File: src/rtl/scoreboard_pkg.sv
`default_nettype none
// ============================================================================
// Module      : scoreboard_pkg
// Description : Shared constants and types for the register scoreboard.
//               REG_ID_WIDTH / CNT_WIDTH are the default geometry, PEND_MAX
//               is the largest per-register pending count.
// Revision    : 1.0 - initial release
// ============================================================================
package scoreboard_pkg;

    localparam int REG_ID_WIDTH = 5;
    localparam int CNT_WIDTH    = 2;

    typedef logic [REG_ID_WIDTH-1:0] reg_id_t;
    typedef logic [CNT_WIDTH-1:0]    pend_cnt_t;

    localparam pend_cnt_t PEND_MAX = '1;

endpackage : scoreboard_pkg
`default_nettype wire

File: src/rtl/scoreboard_entry.sv
`default_nettype none
// ============================================================================
// Module      : scoreboard_entry
// Description : Pending-writeback counter for one architectural register.
//   clk, reset : clock, synchronous active-high reset
//   inc        : an accepted issue targets this register
//   dec        : writeback to this register this cycle
//   flush      : clear the count at the next edge
//   count      : current pending count
//   busy       : count != 0
//   underflow  : pulse, writeback arrived while count was 0
// Revision    : 1.0 - initial release
// ============================================================================
module scoreboard_entry #(
    parameter int CNT_WIDTH = scoreboard_pkg::CNT_WIDTH
) (
    input  logic                 clk,
    input  logic                 reset,
    input  logic                 inc,
    input  logic                 dec,
    input  logic                 flush,
    output logic [CNT_WIDTH-1:0] count,
    output logic                 busy,
    output logic                 underflow
);

    localparam logic [CNT_WIDTH-1:0] C_MAX = '1;

    logic [CNT_WIDTH-1:0] count_q;
    logic [CNT_WIDTH-1:0] count_d;

    // Simultaneous inc and dec cancel; the count never wraps in either
    // direction (issue is stalled at MAX, a stray dec at 0 is an error).
    always_comb begin
        count_d = count_q;
        if (flush) begin
            count_d = '0;
        end else if (inc && !dec && (count_q != C_MAX)) begin
            count_d = count_q + 1'b1;
        end else if (dec && !inc && (count_q != '0)) begin
            count_d = count_q - 1'b1;
        end
    end

    always_ff @(posedge clk) begin
        if (reset) begin
            count_q <= '0;
        end else begin
            count_q <= count_d;
        end
    end

    assign count     = count_q;
    assign busy      = (count_q != '0);
    assign underflow = dec && !inc && !flush && (count_q == '0);

endmodule : scoreboard_entry
`default_nettype wire

File: src/rtl/reg_scoreboard.sv
`default_nettype none
// ============================================================================
// Module      : reg_scoreboard
// Description : Per-register pending-writeback scoreboard with RAW and
//               saturation stall for an in-order pipeline.
//   clk, reset           : clock, synchronous active-high reset
//   issue_*              : decode-stage instruction presented this cycle
//   issue_stall          : presented instruction must not issue
//   wb_reg_write/wb_dest : registered WB-stage write
//   flush                : discard all in-flight state
//   busy_vec             : per-register pending != 0
//   inflight_total       : sum of all pending counts
//   underflow_err        : sticky, writeback to a register with count 0
// Revision    : 1.0 - initial release
// ============================================================================
module reg_scoreboard #(
    parameter int REG_ID_WIDTH = scoreboard_pkg::REG_ID_WIDTH,
    parameter int NUM_REGS     = 1 << REG_ID_WIDTH,
    parameter int CNT_WIDTH    = scoreboard_pkg::CNT_WIDTH
) (
    input  logic                              clk,
    input  logic                              reset,
    input  logic                              issue_valid,
    input  logic                              issue_reg_write,
    input  logic [REG_ID_WIDTH-1:0]           issue_dest,
    input  logic                              issue_uses_rs1,
    input  logic                              issue_uses_rs2,
    input  logic [REG_ID_WIDTH-1:0]           issue_rs1,
    input  logic [REG_ID_WIDTH-1:0]           issue_rs2,
    output logic                              issue_stall,
    input  logic                              wb_reg_write,
    input  logic [REG_ID_WIDTH-1:0]           wb_dest,
    input  logic                              flush,
    output logic [NUM_REGS-1:0]               busy_vec,
    output logic [REG_ID_WIDTH+CNT_WIDTH-1:0] inflight_total,
    output logic                              underflow_err
);

    import scoreboard_pkg::*;

    localparam int                   TW    = REG_ID_WIDTH + CNT_WIDTH;
    localparam logic [CNT_WIDTH-1:0] C_MAX = '1;

    logic [CNT_WIDTH-1:0] w_count [NUM_REGS];
    logic [NUM_REGS-1:0]  w_busy;
    logic [NUM_REGS-1:0]  w_uflow;

    logic w_accept;
    logic w_inc_any;
    logic w_dec_any;
    logic w_same;
    logic w_inc_eff;
    logic w_dec_eff;

    logic [TW-1:0] total_q;
    logic [TW-1:0] total_d;
    logic          uerr_q;
    logic          uerr_d;

    // Register 0 is hardwired and never tracked.
    assign w_count[0] = '0;
    assign w_busy[0]  = 1'b0;
    assign w_uflow[0] = 1'b0;

    // Stall looks only at registered counts, so a writeback cannot unblock
    // a dependent instruction until the following cycle.
    assign issue_stall = issue_valid &&
                         ((issue_uses_rs1 && w_busy[issue_rs1]) ||
                          (issue_uses_rs2 && w_busy[issue_rs2]) ||
                          (issue_reg_write && (w_count[issue_dest] == C_MAX)));

    assign w_accept = issue_valid && !issue_stall;

    generate
        for (genvar r = 1; r < NUM_REGS; r++) begin : g_entry
            localparam logic [REG_ID_WIDTH-1:0] C_ID = REG_ID_WIDTH'(r);

            scoreboard_entry #(
                .CNT_WIDTH (CNT_WIDTH)
            ) u_entry (
                .clk       (clk),
                .reset     (reset),
                .inc       (w_accept && issue_reg_write && (issue_dest == C_ID)),
                .dec       (wb_reg_write && (wb_dest == C_ID)),
                .flush     (flush),
                .count     (w_count[r]),
                .busy      (w_busy[r]),
                .underflow (w_uflow[r])
            );
        end
    endgenerate

    // The total must stay equal to the sum of counts: an inc and dec on the
    // same register cancel, and a dec only counts if the entry was nonzero.
    assign w_inc_any = w_accept && issue_reg_write && (issue_dest != '0);
    assign w_dec_any = wb_reg_write && (wb_dest != '0);
    assign w_same    = w_inc_any && w_dec_any && (issue_dest == wb_dest);
    assign w_inc_eff = w_inc_any && !w_same;
    assign w_dec_eff = w_dec_any && !w_same && (w_count[wb_dest] != '0);

    always_comb begin
        total_d = total_q;
        uerr_d  = uerr_q;
        if (flush) begin
            total_d = '0;
        end else begin
            total_d = total_q + TW'(w_inc_eff) - TW'(w_dec_eff);
        end
        // Entry pulses are already masked by flush; the flag itself survives it.
        if (|w_uflow) begin
            uerr_d = 1'b1;
        end
    end

    always_ff @(posedge clk) begin
        if (reset) begin
            total_q <= '0;
            uerr_q  <= 1'b0;
        end else begin
            total_q <= total_d;
            uerr_q  <= uerr_d;
        end
    end

    assign busy_vec       = w_busy;
    assign inflight_total = total_q;
    assign underflow_err  = uerr_q;

endmodule : reg_scoreboard
`default_nettype wire

File: config.mk
export PLATFORM = sky130hd
export DESIGN_NAME = reg_scoreboard
export DESIGN_NICKNAME = d
export VERILOG_FILES = /design/src/rtl/scoreboard_pkg.sv /design/src/rtl/scoreboard_entry.sv /design/src/rtl/reg_scoreboard.sv
export SDC_FILE = /design/constraint.sdc
export NUM_CORES = 1
export LEC_CHECK = 0
export ABC_AREA = 1
export BUFFER_PORTS_ARGS = -buffer_cell sky130_fd_sc_hd__buf_2
export CAP_MARGIN = 15
export CORE_ASPECT_RATIO = 1.1
export CORE_MARGIN = 2
export CORE_UTILIZATION = 36
export CTS_BUF_LIST = sky130_fd_sc_hd__clkbuf_16
export CTS_CLUSTER_DIAMETER = 80
export DETAILED_ROUTE_END_ITERATION = 8
export GPL_TIMING_DRIVEN = 0
export PLACE_DENSITY = 0.62
export SLEW_MARGIN = 20
export SYNTH_ARGS = -nofsm -noshare
export SYNTH_HDL_FRONTEND = slang
export SYNTH_HIERARCHICAL = 1
export SYNTH_SLANG_ARGS = --single-unit
File: constraint.sdc
create_clock -name clk -period 5.9 [get_ports clk]
set_clock_uncertainty 0.05 [all_clocks]
set_input_delay 1.77 -clock clk [delete_from_list [all_inputs] [get_ports clk]]
set_output_delay 1.77 -clock clk [all_outputs]
set_load 0.02 [all_outputs]
==> results.json, run 1 <==
{
  "r2r.worst_path.cells": 21,
  "cp_data_arrival_time_ns": 3.66,
  "layout-area-overhead-vs-synth_pct": 13.3,
  "detail-route-antenna-nets": 0,
  "antenna_cells_inserted": 0,
  "postPlaceCellArea_um2": 7540,
  "run_status": "completed",
  "fillerInstances": 2184,
  "critPathRequiredTime_ns": 4.08,
  "start_kind": "input pin",
  "worst_setup_hold_path_clk_slew_ns": 0.05,
  "unrepaired_setup_endpoints_after_global_routing": "false",
  "clockRootBuffer": "clkbuf_16",
  "core_area_um2": 19000,
  "clkLatencyLatePin_ns": 0.35,
  "start_util_pct": 36.4,
  "gp_congestion": 1.01,
  "cts_htree_levels": 3,
  "buffer_ports.inserted": 65,
  "worst_ir_drop_vdd_v": 0.000106,
  "power.internal_uw": 861,
  "antenna_found_initial": 0,
  "grt_pass1_wl_um": 38400,
  "vias_in_the_first_global_route": 7654,
  "cellLeakagePower_nw": 3.27,
  "power_density_nw_per_um2": 157,
  "cts_tree": "done",
  "vias_per_cell": 5.15,
  "finish.net_count": 1406,
  "final.setup.worst_slack_ns": 0.424,
  "gr-total-overflow": 0,
  "dp_hpwl_um": 18800,
  "syn_nets": 1330,
  "share_seq_of_total_power_pct": 39.3,
  "switching_share_pct": 30.1,
  "worstPathMaxFanout": 10,
  "power.share.combinational_pct": 17.4,
  "ios": 69,
  "r2r_start": "g_entry[28].u_entry/count[0]",
  "fp.dieW_um": 136,
  "core_occupancy_in_the_finished_layout_pct": 41.2,
  "synth_seq_area_share_pct": 20.3,
  "chipHeight_um": 149,
  "hold_buffers": 0,
  "register_area_um2": 1400,
  "drc_violations_left": 0,
  "post-route-period-util_pct": 92.8,
  "drt_pass1_iterations": 6,
  "yosys_warns": 6,
  "total_die_area_um2": 20300,
  "critical_path.endpoint_type": "output pin",
  "worst_setup_slack_post_dpl_ns": 0.423,
  "drtIter0Drc": 813,
  "worst_hold_slack_ns": 0.431,
  "net_load_switching_power_uw": 370,
  "regToRegEndpoint": "underflow_err",
  "synthesis.area_per_instance_um2": 5.33,
  "hold_depth": 2,
  "syn_std_cell_area_um2": 6900,
  "cts_sinks": 70,
  "slew_violations": 0,
  "routed_wl_um": 24500,
  "post_cts_buffers": 0,
  "slew_headroom_pct": 38.9,
  "grtUsageTotal_pct": 24.5,
  "cts_made_buffers": 9,
  "synth.lib_cells_used.distinct": 34,
  "synth.ff_latch_count": 70,
  "num_rows": 53,
  "post_route_cells_drive_above_1_share_pct": 11.6,
  "reg2reg_setup_slack_ns": 1.82,
  "timing.final.hold_violations": 0,
  "whs_endpoint": "underflow_err",
  "multi_input_comb_area_um2": 4540,
  "finalWorstPathRequiredPeriod_ns": 5.48,
  "syn-instance-count": 1294,
  "cap_violations": 0,
  "drt-wirelength-per-cell_um": 15.1,
  "post_cts_resize_count": 0,
  "power.clock.fraction_pct": 43.3,
  "clock_tree.buffer_depth": 2,
  "stdcell_area_um2": 7820,
  "worst_hold_startpoint": "underflow_err",
  "hold_path_class": "register to register",
  "final_sum_of_negative_setup_slack_ns": 0,
  "final-setup-viol-count": 0,
  "critical_path_class": "input pin to output pin",
  "max_slew.worst_pin.slew_ns": 0.913,
  "detailroute.via_count": 8346,
  "grt_start_max_net_pins": 64,
  "highest_achievable_clock_rate_mhz": 183
}
how the worst max path moves through the flow:
stage | from | end
after floorplan | issue_dest[0] | issue_stall
after global placement | issue_rs1[1] | underflow_err
after detailed placement | issue_rs1[1] | underflow_err
after CTS | issue_dest[1] | issue_stall
after global routing | issue_dest[1] | issue_stall
final | issue_dest[1] | issue_stall
cells by family (layout without fill, tap and decap cells):
family                     Yosys count  count (layout)  share of synthesized area, %
DFF                                 70              70                          20.3
adders and majority gates            8               8                          1.56
other                                1               1                        0.0543
and+or+nand+nor                    784             784                          46.9
buffers and inverters              249             329                          14.0
AOI/OAI and AO/OA                  178             178                          16.7
xor gates and xnor gates             4               4                         0.508
metrics by stage:
stage | total power [mW] | cells
after CTS | 1.24 | 1621
after global routing | 1.29 | 1621
after detailed placement | 0.706 | 1606
after global placement | 0.703 | 1606
after floorplan | 0.628 | 1294
final | 1.23 | 1621
synthesized netlist by cell type:
cell	n	share of area, %
o31ai_1	1	0.11
xnor2_1	1	0.13
nor2_1	121	6.6
a21oi_2	62	7.9
buf_4	2	0.22
and2_4	1	0.13
nor3_1	37	2.7
buf_2	7	0.51
fa_1	1	0.29
nor3b_1	1	0.11
nand3_1	132	9.6
o21a_1	1	0.11
buf_6	2	0.33
nand2_1	468	25
buf_1	1	0.054
dfxtp_1	70	20
o211ai_1	6	0.65
nand3_2	1	0.15
a21oi_1	40	2.9
inv_1	222	12
ha_1	7	1.3
inv_2	1	0.054
xor2_1	3	0.38
nand3_4	1	0.25
o21ai_1	1	0.072
nor4_1	8	0.73
conb_1	1	0.054
clkbuf_1	13	0.71
or2_2	3	0.27
nand4_1	10	0.91
clkinv_1	1	0.054
a41oi_1	2	0.25
o21ai_0	65	4.7
nor2_2	1	0.091
layer usage:
metal / vias to the layer above / track usage [%] / wire [um]
li1: 4229 / - / -
met1: 3751 / 30.8 / 10300
met2: 320 / 40.1 / 11200
met3: 46 / 5.44 / 2150
met4: 0 / 10.3 / 810
met5: - / 0 / 0
cell usage in the layout (no fill, tap or decap), types with 2 or more instances in the layout:
cell type    n
nand2_1    468
inv_1      223
nand3_1    132
nor2_1     121
buf_2       71
dfxtp_1     70
o21ai_0     65
a21oi_2     62
a21oi_1     40
nor3_1      37
clkbuf_1    13
nand4_1     10
clkbuf_16    9
nor4_1       8
ha_1         7
o211ai_1     6
or2_2        3
buf_4        3
xor2_1       3
clkinv_1     2
buf_6        2
a41oi_1      2
clkinv_2     2
worst max-delay path, cell delays in order:
cell and delay [ns]:
buf_2 0.12, buf_2 0.19, nor2_1 0.54, nand3_1 0.14, nand3_1 0.14, nor2_1 0.06
nand2_1 0.05, nand2_1 0.05, nand2_1 0.06, nand3_1 0.08, and2_4 0.21, nor2_1 0.08
buf_2 0.16
area by class of cell:
cell class	count	share of cell area, %
clock buffer	9	2.88
tap	247	3.95
timing repair buffer	65	4.19
sequential	70	17.9
buffer	25	1.60
inverter	224	10.8
multi-input combinational	975	58.0
clock inverter	6	0.704
state kept, by name, indices dropped and copies added (netlist names):
| name | flops |
|---|---|
| g_entry.u_entry/count | 62 |
| underflow_err | 1 |
| inflight_total | 7 |
power by group through the flow:
stage | Sequential (mW) | Combinational [mW] | Clock [mW]
detailed placement | 0.494 | 0.212 | 0
global placement | 0.494 | 0.210 | 0
floorplan | 0.500 | 0.128 | 0
CTS | 0.484 | 0.213 | 0.546
global route | 0.484 | 0.240 | 0.565
finish | 0.483 | 0.215 | 0.533
Note: power is estimated with default switching activity, not from simulation.
==> run 2: changes to the inputs <==
SYNTH_HIERARCHICAL = unset   (was 1)
==> run 2 against run 1 <==
Compared with the run above:
- hold slack better by 0.0036 ns
- maximum frequency down 2.8%
- cell count down 7.3%
- critical endpoint unchanged
==> results.json, run 2 <==
{
  "largest_register_ffs": 62,
  "run_status": "completed",
  "drt_pass1_iterations": 6,
  "reg2reg_setup_slack_ns": 1.54,
  "cts_htree_levels": 3,
  "cap_violations": 0,
  "share_seq_of_total_power_pct": 37.4,
  "syn_std_cell_area_um2": 6500,
  "worstPathMaxFanout": 10,
  "syn-instance-count": 1188,
  "ys_top_cells_by_count": "nand2_1, inv_1, nor2_1",
  "cp_data_arrival_time_ns": 3.82,
  "power.share.combinational_pct": 17.0,
  "core_area_um2": 17700,
  "r2r.worst_path.cells": 29,
  "max_slew.worst_pin.slew_ns": 0.904,
  "report.power.total_mw": 1.29,
  "critical_path_class": "input pin to output pin",
  "finalWorstPathRequiredPeriod_ns": 5.64,
  "postSynth.topFlopCell": "dfxtp_1",
  "grt_pass1_wl_um": 41100,
  "power_density_nw_per_um2": 173,
  "vias_in_the_first_global_route": 7272,
  "antenna_cells_inserted": 0,
  "start_util_pct": 36.8,
  "critical_path.endpoint_type": "output pin",
  "post_route_cells_drive_above_1_share_pct": 11.0,
  "cellLeakagePower_nw": 3.39,
  "yosys.cell_count.top_type": "nand2_1",
  "post_cts_buffers": 0,
  "buffer_ports.inserted": 62,
  "worst_hold_slack_ns": 0.434,
  "drc_violations_left": 0,
  "synth-async-reset-ratio_pct": 0,
  "synthTopCellsByArea": "dfxtp_1, nand2_1, nand3_1",
  "clock_tree.buffer_depth": 2,
  "chipHeight_um": 145,
  "layout-area-overhead-vs-synth_pct": 14.2,
  "fp.dieW_um": 132,
  "syn_nets": 1224,
  "detailroute.via_count": 7790,
  "layout_common_cells": "nand2_1, inv_1, nor2_1",
  "yosys_warns": 0,
  "num_rows": 51,
  "hold_path_class": "register to register",
  "start_kind": "input pin",
  "grt_start_max_net_pins": 12,
  "synth.ff_latch_count": 70,
  "detail-route-antenna-nets": 0,
  "ios": 69,
  "cts_sinks": 70,
  "hold_depth": 2,
  "grtUsageTotal_pct": 28.4,
  "drt-wirelength-per-cell_um": 17.9,
  "critical_path_buffers_and_inverters": 4,
  "power.clock.fraction_pct": 45.6,
  "total_die_area_um2": 19200,
  "antenna_found_initial": 0,
  "worst_hold_startpoint": "g_entry[31].u_entry.count[1]",
  "slew_violations": 0,
  "worst_setup_hold_path_clk_slew_ns": 0.06,
  "fillerInstances": 2046,
  "routed_wl_um": 26900,
  "synthesis.area_per_instance_um2": 5.47,
  "clkLatencyLatePin_ns": 0.36,
  "r2r_start": "g_entry[28].u_entry.count[1]",
  "finish.net_count": 1297,
  "highest_achievable_clock_rate_mhz": 177,
  "worstPathCellList": "buf_2 -> clkbuf_4 -> nor2_2 -> nand2_1 -> nand2_1 -> nor2_1 -> nor2_1 -> nor2_1 -> nand2_1 -> nand2_1 -> nand2_1 -> nand2_1 -> nor2_2 -> o21ai_0 -> inv_1 -> buf_2",
  "vias_per_cell": 5.18,
  "net_load_switching_power_uw": 387,
  "synth_seq_area_share_pct": 21.6,
  "synth_enable_flop_cells": 0,
  "yosys.area.top_type": "dfxtp_1",
  "area_share_of_the_leading_cell_type_in_the_synthesized_netlist_pct": 21.6,
  "clockRootBuffer": "clkbuf_16",
  "unrepaired_setup_endpoints_after_global_routing": "false",
  "path_common_cell": "nand2_1",
  "power.internal_uw": 901,
  "slew_headroom_pct": 39.8,
  "post-route-period-util_pct": 95.5,
  "mostFrequentLayoutCell": "nand2_1",
  "dp_hpwl_um": 21500,
  "timing.final.hold_violations": 0,
  "synth.lib_cells_used.distinct": 39,
  "peak_per_stage_delay_on_the_critical_path_ns": 0.38,
  "regToRegEndpoint": "inflight_total[6]",
  "gr-total-overflow": 0,
  "whs_endpoint": "g_entry[31].u_entry.count[1]",
  "slowest_cp_cell": "nor2_2",
  "cts_made_buffers": 9,
  "delay_heaviest_family_cp": "simple AND/OR/NAND/NOR gates",
  "final-setup-viol-count": 0,
  "switching_share_pct": 30.1,
  "worst_ir_drop_vdd_v": 0.000148,
  "gp_congestion": 1.01,
  "drtIter0Drc": 584,
  "critPathRequiredTime_ns": 4.08,
  "cts_tree": "done"
}
[run 2: changes by cell type after synthesis, sizes merged, moves of 13 or more]
cell    previous run  this run
a211oi             0        13
nor3              37        10
buf               12        49
a21oi            102        81
inv              223       179
nand2            468       297
or2                3        24
nor2             122       182
nand3            134       153
[run 2: final cells by class]
cell class,instances,area (um2),share of cell area [%]
clock inverter,6,77.6,1.04
sequential,70,1400,18.9
clock buffer,9,225,3.03
timing repair buffer,62,310,4.18
buffer,67,418,5.63
multi-input combinational,871,4020,54.1
inverter,180,676,9.10
tap,238,298,4.01
[run 2: per-layer routing]
metal / up-vias / global-route usage, % / wire, um
met4: 0 / 11.5 / 1040
met1: 3532 / 37.8 / 12000
met3: 50 / 4.44 / 2000
li1: 3907 / - / -
met5: - / 0 / 0
met2: 301 / 45.5 / 11900
[run 2: cells by family (layout without fill, tap and decap cells)]
| logic type | Yosys count | count (layout) | synth area share [%] |
|---|---|---|---|
| other cells | 1 | 1 | 0.0577 |
| buf+inv | 247 | 324 | 16.8 |
| flops | 70 | 70 | 21.6 |
| simple gates | 673 | 673 | 43.7 |
| xor+xnor | 5 | 5 | 0.673 |
| compound gates | 184 | 184 | 15.6 |
| fa+ha+maj | 8 | 8 | 1.65 |
[run 2: worst register-to-register path, delay by kind of cell, from the launching register on]
kind	cells	cell delay (ns)
adders and majority gates	3	0.88
DFF	1	0.32
AOI/OAI and AO/OA	6	0.76
and+or+nand+nor	17	2.14
buffers and inverters	3	0.15
[run 2: how the worst max path moves through the flow]
stage / startpoint / to / slack [ns] / depth (start not counted)
after floorplan: issue_rs1[0] / inflight_total[6] / 0.96 / 30
after global placement: issue_dest[0] / inflight_total[6] / -0.07 / 29
after detailed placement: issue_dest[0] / inflight_total[6] / -0.04 / 29
after CTS: issue_dest[0] / issue_stall / 0.17 / 15
after global routing: issue_dest[0] / inflight_total[6] / 0.06 / 32
final: issue_dest[1] / issue_stall / 0.26 / 16
[run 2: per-stage QoR]
stage | area [um2] | instances | setup TNS [ns] | setup WS, ns | utilization, %
after floorplan | 6500 | 1188 | 0 | 0.956 | -
after global placement | 7110 | 1488 | -0.0658 | -0.0658 | 40.2
after detailed placement | 7110 | 1488 | -0.0438 | -0.0438 | 40.2
after CTS | 7410 | 1503 | 0 | 0.175 | 41.9
after global routing | 7430 | 1503 | 0 | 0.0610 | 42.0
final | 7430 | 1503 | 0 | 0.265 | 42.0
[run 2: timing repair]
action | CTS | global route
endpoints found under the setup margin | 0 | 2
hold buffers | 0 | 0
gates resized for setup | 0 | 6
[run 2: power by group through the flow]
stage	clock network [mW]	registers, mW	logic (mW)
after floorplan	0	0.498	0.129
after global placement	0	0.492	0.215
after detailed placement	0	0.492	0.214
after CTS	0.592	0.482	0.215
after global routing	0.612	0.482	0.240
final	0.587	0.482	0.218
